[src/rtl/usb_data_buffer.sv]
// usb_data_buffer
//   Shared endpoint byte FIFO between the AHB-lite register stage and the USB
//   RX/TX packet engines. Either side may push or pop. The head byte is shown
//   ahead on both read ports, so a consumer samples it in the same cycle it
//   strobes its pop.
//
// Ports
//   clk, n_rst            : clock (rising edge), async active-low reset
//   clear                 : synchronous flush, overrides push/pop
//   store_tx_data/tx_data : AHB-side push strobe / byte
//   get_rx_data/rx_data   : AHB-side pop strobe / head byte
//   store_rx_packet_data/rx_packet_data : USB RX push strobe / byte
//   get_tx_packet_data/tx_packet_data   : USB TX pop strobe / head byte
//   buffer_occupancy      : registered entry count, 0..DEPTH
//   overflow, underflow   : registered one-cycle error pulses
module usb_data_buffer #(
    parameter int DEPTH  = 64,
    parameter int ADDR_W = 6
) (
    input  logic       clk,
    input  logic       n_rst,
    input  logic       clear,
    input  logic       store_tx_data,
    input  logic [7:0] tx_data,
    input  logic       get_rx_data,
    output logic [7:0] rx_data,
    input  logic       store_rx_packet_data,
    input  logic [7:0] rx_packet_data,
    input  logic       get_tx_packet_data,
    output logic [7:0] tx_packet_data,
    output logic [6:0] buffer_occupancy,
    output logic       overflow,
    output logic       underflow
);

    // Pointers carry one extra bit so full and empty are distinguishable.
    localparam int PW = ADDR_W + 1;
    localparam logic [PW-1:0] ONE      = PW'(1);
    localparam logic [PW-1:0] FULL_CNT = PW'(DEPTH);

    logic [7:0]    mem [DEPTH];
    logic [PW-1:0] wptr, rptr;
    logic [PW-1:0] fill, fill_nxt;
    logic [PW-1:0] wptr_nxt, rptr_nxt;
    logic          empty, full;
    logic          push, pop, dual_push;
    logic          do_push, do_pop;
    logic          ovf_nxt, unf_nxt;
    logic [7:0]    wbyte, head;

    always_comb begin
        fill      = wptr - rptr;
        empty     = (fill == '0);
        full      = (fill == FULL_CNT);
        push      = store_rx_packet_data | store_tx_data;
        pop       = get_rx_data | get_tx_packet_data;
        dual_push = store_rx_packet_data & store_tx_data;
        // USB RX byte wins a collision; the AHB byte is lost.
        wbyte     = store_rx_packet_data ? rx_packet_data : tx_data;

        // A pop on empty is ignored even if a push lands the same cycle.
        do_pop    = pop & ~empty;
        // When full, a simultaneous pop frees the slot the push needs.
        do_push   = push & (~full | pop);

        ovf_nxt   = dual_push | (push & full & ~pop);
        unf_nxt   = pop & empty;

        wptr_nxt  = do_push ? wptr + ONE : wptr;
        rptr_nxt  = do_pop  ? rptr + ONE : rptr;
        fill_nxt  = wptr_nxt - rptr_nxt;
    end

    always_ff @(posedge clk or negedge n_rst) begin
        if (!n_rst) begin
            wptr             <= '0;
            rptr             <= '0;
            buffer_occupancy <= '0;
            overflow         <= 1'b0;
            underflow        <= 1'b0;
        end else if (clear) begin
            wptr             <= '0;
            rptr             <= '0;
            buffer_occupancy <= '0;
            overflow         <= 1'b0;
            underflow        <= 1'b0;
        end else begin
            wptr             <= wptr_nxt;
            rptr             <= rptr_nxt;
            buffer_occupancy <= 7'(fill_nxt);
            overflow         <= ovf_nxt;
            underflow        <= unf_nxt;
        end
    end

    // Storage is not reset; the pointers alone define valid contents.
    always_ff @(posedge clk) begin
        if (!clear && do_push)
            mem[wptr[ADDR_W-1:0]] <= wbyte;
    end

    always_comb begin
        head           = empty ? 8'd0 : mem[rptr[ADDR_W-1:0]];
        rx_data        = head;
        tx_packet_data = head;
    end

endmodule
[config.mk]
export PLATFORM = sky130hd
export DESIGN_NAME = usb_data_buffer
export DESIGN_NICKNAME = d
export VERILOG_FILES = /design/src/rtl/usb_data_buffer.sv
export SDC_FILE = /design/constraint.sdc
export NUM_CORES = 1
export LEC_CHECK = 0
export BUFFER_PORTS_ARGS = -buffer_cell sky130_fd_sc_hd__buf_2
export CAP_MARGIN = 20
export CORE_ASPECT_RATIO = 1.75
export CORE_UTILIZATION = 35
export CTS_CLUSTER_SIZE = 20
export DETAILED_ROUTE_END_ITERATION = 16
export PLACE_DENSITY = 0.6
export SYNTH_ARGS = -nofsm -noshare
export SYNTH_HDL_FRONTEND = slang
export SYNTH_SLANG_ARGS = --single-unit
[constraint.sdc]
create_clock -name clk -period 12.1 [get_ports clk]
set_input_delay 2.42 -clock clk [delete_from_list [all_inputs] [get_ports clk]]
set_output_delay 2.42 -clock clk [all_outputs]
set_load 0.05 [all_outputs]
## Word level (Yosys, flattened, before mapping)

Memories as Yosys holds them, arrays and structs flattened.
Cells that the tools add are included.

| word-level totals | value |
|---|---|
| bits in registers | 23 |
| bits in latches | 0 |
| memory bits (writable) | 512 |
| bits in read-only memories | 0 |
| input port bits | 23 |
| output and inout port bits | 25 |
| logic and storage cells | 38 |
| memories | 1 |

| operators by class | value |
|---|---|
| $add $sub $neg | 4 |
| multipliers | 0 |
| div/mod/pow operators | 0 |
| magnitude comparators | 0 |
| equal/unequal tests | 1 |
| shifts and indexed selects | 0 |
| muxes and demuxes | 11 |
| bitwise logic cells | 13 |
| reduce and logical (&&, ||, !) cells | 3 |

Memories:

| memory | words | width | read ports | clocked after memory_dff | wr ports | line | source |
|---|---|---|---|---|---|---|---|
| mem | 64 | 8 | 1 | 0 | 1 | 41 | `logic [7:0] mem [DEPTH];` |

Operator list:

| cell | number |
|---|---|
| 2-to-1 mux 7 bit | 5 |
| 2-to-1 mux 8 bit | 2 |
| adder 7 x 1 -> 7 bit (second input constant) | 2 |
| subtractor 7 bit | 2 |
| == test 7 bit (second input constant) | 1 |
| logical NOT 7 bit | 1 |
| AND 1 bit | 6 |
| 2-to-1 mux 1 bit | 4 |
| bitwise OR 1 bit | 4 |
| inverter 1 bit | 3 |
| logical AND 1 bit | 1 |
| logical NOT 1 bit | 1 |

## Logic depth before layout (Yosys ltp)

| depth | value |
|---|---|
| depth in word-level cells | 8 |
| depth in mapped cells | 19 |

## Worst setup path before layout

OpenSTA, ideal clock, no wires.

| timing | value |
|---|---|
| kind | register to output |
| from | register rptr[4] |
| to | output port tx_packet_data[0] |
| data arrival time | 4483 ps |
| setup slack | 5197 ps |
| cell stages (with the launch flop) | 12 |
| path buffers | 4 |
| cell sequence | dfrtp_1 -> inv_2 -> buf_1 -> clkbuf_1 -> ha_1 -> and4_1 -> a21boi_0 -> nor4_1 -> a2111oi_4 -> clkbuf_1 -> a311oi_1 -> buf_4 |

| between the ends | value |
|---|---|
| word-level cells in the longest chain between the ends | 3 |
| elaborated cells between the ends (all ways) | 4 |
| those cells by class | add/sub: 1; mux: 1; reduce/logical: 1; memory: 1 |

RTL lines:

| element | line | source |
|---|---|---|
| start, declared | 42 | `logic [PW-1:0] wptr, rptr;` |
| start signal, assigned | 89 | `rptr <= rptr_nxt;` |
| subtractor 7 bit | 52 | `fill = wptr - rptr;` |
| logical NOT 7 bit | 53 | `empty = (fill == '0);` |
| 2-to-1 mux 8 bit (*) | 103 | `head = empty ? 8'd0 : mem[rptr[ADDR_W-1:0]];` |
| end, declared | 30 | `output logic [7:0] tx_packet_data,` |

Every way passes the cells marked *; elsewhere a longest branch is shown, timed or not.

## Worst setup path after layout

| timing | value |
|---|---|
| from | register rptr[4] |
| to | output port tx_packet_data[6] |

The elaborated chain is that of the path after synthesis.

==> results.txt <==
* Result of the run: complete, no violations
* Clock network latency to the later pin of the worst-skew pair: ~0.58 ns
- The first routing iteration left 996 violations.
* Setup TNS after final layout: 0 ns
* Clock tree from TritonCTS: yes
- Buffers added to address setup during post-CTS repair amount to 0.
- For the worst setup path, the data required time is 9.68 ns.
- Of all nets on the critical path, the largest fanout is 26.
- The final route contains about 10k vias.
- Combinational logic is responsible for between 20% and 30% of the overall power.
- Initial standard-cell utilization of the core: a little over a third
- Cell area power density: 206 nW/µm²
- Summed over all cells, the static leakage comes to 0.00751 µW.
- Highest attainable clock frequency: around 140 MHz
- YS warnings: 0
- Number of primary I/O pins: 48
- CTS HTree Levels: 2
* All-layer global routing usage: between 10% and 20%
- The min-delay analysis places its worst path in the category flip-flop to flip-flop.
- The number of antenna violations at the first check in global routing is 2.
* Clock sink count: 535
- In this run the remaining antenna-violating nets after routing total 0.
- At the pin with the least slew margin, the transition time is 0.973 ns.
- In this run the tightest slew margin relative to its limit is a little over a third.
* Number of synthesized flops with an enable pin: 512
* Cell variety after synth: 54
* Reg clk slew, reported paths: about 0.07 ns
- Setup repair after global routing left no endpoint under its margin.
- Max-cap violations in this run came to 0.
- Total iterations of the first detailed-routing run: 5
- Total standard cell area after synthesis: roughly 22000 µm²
- Share of total power consumed by net switching: 31.0%
* Number of storage elements in the synthesis netlist: about 540
- Classification of the worst setup path: flip-flop to output port
* Worst path cell trace: inv_2 > ha_1 > xor2_1 > nor4_1 > o2111ai_1 > a2111oi_4 > a311oi_1 > buf_2
- P&R area growth vs syn: 11.8%
- The total area inside the core boundary comes to 61000 µm².
- Overall routed net length: 49.2 mm
- The path with the worst hold slack has its endpoint at wptr[6].
* Buf/Inv on CP: 2
- Min Clock Period, post-route: 7.05 ns
- From bottom edge to top edge, the die measures between 300 and 400 µm.
- The repair_antennas step left the layout with diodes totalling 0.
- Setup-violating endpoint count in the final report: 0
* Syn_nets: between 1k and 1.5k
- CTS Hold Bufs: 0
- Dividing the final minimum period by the clock period gives approximately 58%.
- The count of final max-slew check failures is 0.
- The worst hold path begins at wptr[6].
- VDD sags by at most roughly 0.00025 V.
- Root buf cell: sky130_fd_sc_hd__clkbuf_16
- The first global-routing pass estimated between 70 and 80 mm of wire.
- The via count of the first global-routing pass is 11.0k.
* Largest net degree at the start of global routing: 65
- Setup slack on the worst reg-to-reg path comes out at 6.64 ns.
- Length in cells of the worst reg-to-reg path: 13
* Layout cells sized above 1: ~28%
* Worst hold slack across all endpoints: 0.661 ns
- Syn Inst Count: 1038
- Critical path capture point type: output port
- Worst reg2reg path startpoint: rptr[4]
* Async SR Flop Fraction: 4.30%
* Kind of start point of the critical path: flip-flop
- Crit path max-delay cell type: sky130_fd_sc_hd__a2111oi_4
- Of the synthesized area, sequential elements account for 74.1%.
* Crit path largest cell delay: 0.93 ns
- DRC violations left: 0
- For this run, the post-layout net count is between 1k and 1.5k.
- Detailed placement finished with a half-perimeter wire length of 32.0 mm.
- In this run the mean area of a mapped cell was 20.7 µm².
* Kind of cell with the highest combined delay on the critical path: compound AO/OA/AOI/OAI gates
* Hold depth: 2
* Max Buffers Root-to-Sink: 3
* Global route overflow: 0
- Clock power frac: 29.0%
- Between clock sinks in the finished design, the worst skew comes to 0.0264 ns.
- Crit path DAT: 4.63 ns
* Die Footprint: 62600 µm²
* Horizontal die dimension: 190 µm
* Sequential share of power: a little over two fifths
- The number of gates resized after CTS was 0.
- Cell internal pwr: 3420 µW
- Detail-routed via count per cell: 5.32
- For this run, the leading register cell type out of synthesis is sky130_fd_sc_hd__edfxtp_1.
* Placer congestion estimate: 0.819
- WL/cell: 25.7 µm
- In this run the critical register-to-register path is captured at buffer_occupancy[5].
* Final number of hold-violating endpoints: 0
- Net switching power figure: ~1500 µW
* Count of port buffers added during placement: 47
* Std-Cell Rows: 120
- Number of buffers created by CTS: 46
-- synthesized netlist by cell type (2+ instances only) --
cell / number / area share (%)
sky130_fd_sc_hd__edfxtp_1: 512 / 71
sky130_fd_sc_hd__mux4_2: 160 / 17
sky130_fd_sc_hd__nor2_1: 89 / 1.6
sky130_fd_sc_hd__nand2_1: 38 / 0.66
sky130_fd_sc_hd__clkbuf_1: 33 / 0.58
sky130_fd_sc_hd__dfrtp_1: 23 / 2.7
sky130_fd_sc_hd__buf_1: 16 / 0.28
sky130_fd_sc_hd__ha_1: 14 / 0.81
sky130_fd_sc_hd__xnor2_1: 12 / 0.49
sky130_fd_sc_hd__and3_1: 10 / 0.29
sky130_fd_sc_hd__inv_1: 9 / 0.16
sky130_fd_sc_hd__a311oi_1: 8 / 0.33
sky130_fd_sc_hd__buf_4: 8 / 0.28
sky130_fd_sc_hd__mux2_2: 8 / 0.42
sky130_fd_sc_hd__nand3_1: 8 / 0.19
sky130_fd_sc_hd__xor2_1: 8 / 0.33
sky130_fd_sc_hd__a21oi_1: 6 / 0.14
sky130_fd_sc_hd__buf_2: 6 / 0.14
sky130_fd_sc_hd__nor2b_1: 6 / 0.17
sky130_fd_sc_hd__or3_1: 5 / 0.15
sky130_fd_sc_hd__a21o_1: 4 / 0.14
sky130_fd_sc_hd__a31oi_1: 4 / 0.12
sky130_fd_sc_hd__nand4_1: 4 / 0.12
sky130_fd_sc_hd__nor3_1: 4 / 0.093
sky130_fd_sc_hd__nand3b_1: 3 / 0.10
sky130_fd_sc_hd__nor4_1: 3 / 0.087
sky130_fd_sc_hd__or2_2: 3 / 0.087
sky130_fd_sc_hd__and4_1: 2 / 0.081
sky130_fd_sc_hd__clkinv_1: 2 / 0.035
sky130_fd_sc_hd__inv_2: 2 / 0.035
sky130_fd_sc_hd__nand2b_1: 2 / 0.058
sky130_fd_sc_hd__o31ai_1: 2 / 0.070
sky130_fd_sc_hd__or3b_2: 2 / 0.081
sky130_fd_sc_hd__xnor2_2: 2 / 0.15
-- kinds of logic (layout without fill, tap and decap cells) --
family | count (synthesis) | after routing | share of synthesized area, %
xor+xnor | 22 | 22 | 0.964
compound gates | 34 | 34 | 1.30
fa+ha+maj | 15 | 15 | 0.906
mux | 170 | 170 | 17.2
buf+inv | 76 | 161 | 1.50
simple gates | 186 | 186 | 4.03
flops | 535 | 535 | 74.1
-- worst max path at each step --
| stage | startpoint | cells after the start | slack (ns) | to |
|---|---|---|---|---|
| 2_1_floorplan | rptr[4] | 11 | 5.20 | tx_packet_data[0] |
| 3_3_place_gp | rptr[0] | 8 | 5.42 | tx_packet_data[6] |
| 3_5_place_dp | rptr[0] | 8 | 5.45 | tx_packet_data[6] |
| 4_1_cts | rptr[0] | 8 | 4.81 | tx_packet_data[6] |
| 5_1_grt | rptr[4] | 8 | 4.72 | tx_packet_data[2] |
| 6_report | rptr[4] | 8 | 5.05 | tx_packet_data[6] |
-- routing by layer --
layer / GRT usage, % / routed length (µm) / vias to the layer above
met5: 0 / 0 / -
met4: 6.80 / 1830 / 0
met3: 1.63 / 2090 / 87
li1: - / - / 4347
met1: 17.7 / 17100 / 5441
met2: 31.3 / 28100 / 318
-- flip-flops by register name, indices dropped and copies added, names as in the netlist --
signal	flops
underflow	1
wptr	7
mem	512
rptr	7
buffer_occupancy	7
overflow	1
-- tightest hold or removal path: stages, from the launching register on --
cell and delay, ns:
sky130_fd_sc_hd__dfrtp_1 0.42, sky130_fd_sc_hd__xor2_1 0.12, sky130_fd_sc_hd__nor2_1 0.08
-- layout make-up --
type                       instances  area [µm²]
timing repair buffer              63         375
multi-input combinational        427        5260
clock buffer                      57        1190
sequential                       535       16000
inverter                          13        48.8
fill                            5456       36900
tap                              793         992
clock inverter                    28         243
-- power groups by stage --
stage                     logic, µW  clock network, µW  registers [µW]
final                          1420               1440            2110
after global routing           1500               1520            2110
after CTS                      1440               1460            2110
after detailed placement       1440                  0            2150
after global placement         1430                  0            2150
after floorplan                1050                  0            2150
-- through the flow --
step / cell area [µm²] / worst slack (ns) / std cells / total power (µW) / utilization, %
3_5_place_dp: 22600 / 5.45 / 1830 / 3590 / 37.1
6_report: 24100 / 5.05 / 1916 / 4960 / 39.5
2_1_floorplan: 21500 / 5.20 / 1038 / 3200 / -
4_1_cts: 24000 / 4.81 / 1915 / 5010 / 39.4
3_3_place_gp: 22600 / 5.42 / 1830 / 3570 / 37.1
5_1_grt: 24100 / 4.72 / 1916 / 5130 / 39.5
-- placed cells by master (no fill, tap or decap), types with 10 or more instances in the layout --
master / n
sky130_fd_sc_hd__edfxtp_1: 512
sky130_fd_sc_hd__mux4_2: 160
sky130_fd_sc_hd__nor2_1: 89
sky130_fd_sc_hd__buf_2: 47
sky130_fd_sc_hd__clkbuf_16: 46
sky130_fd_sc_hd__nand2_1: 38
sky130_fd_sc_hd__dfrtp_1: 21
sky130_fd_sc_hd__buf_4: 15
sky130_fd_sc_hd__ha_1: 14
sky130_fd_sc_hd__xnor2_1: 12
sky130_fd_sc_hd__clkbuf_1: 11
sky130_fd_sc_hd__and3_1: 10
sky130_fd_sc_hd__clkinv_1: 10
Power figures use the tool's default switching activity.
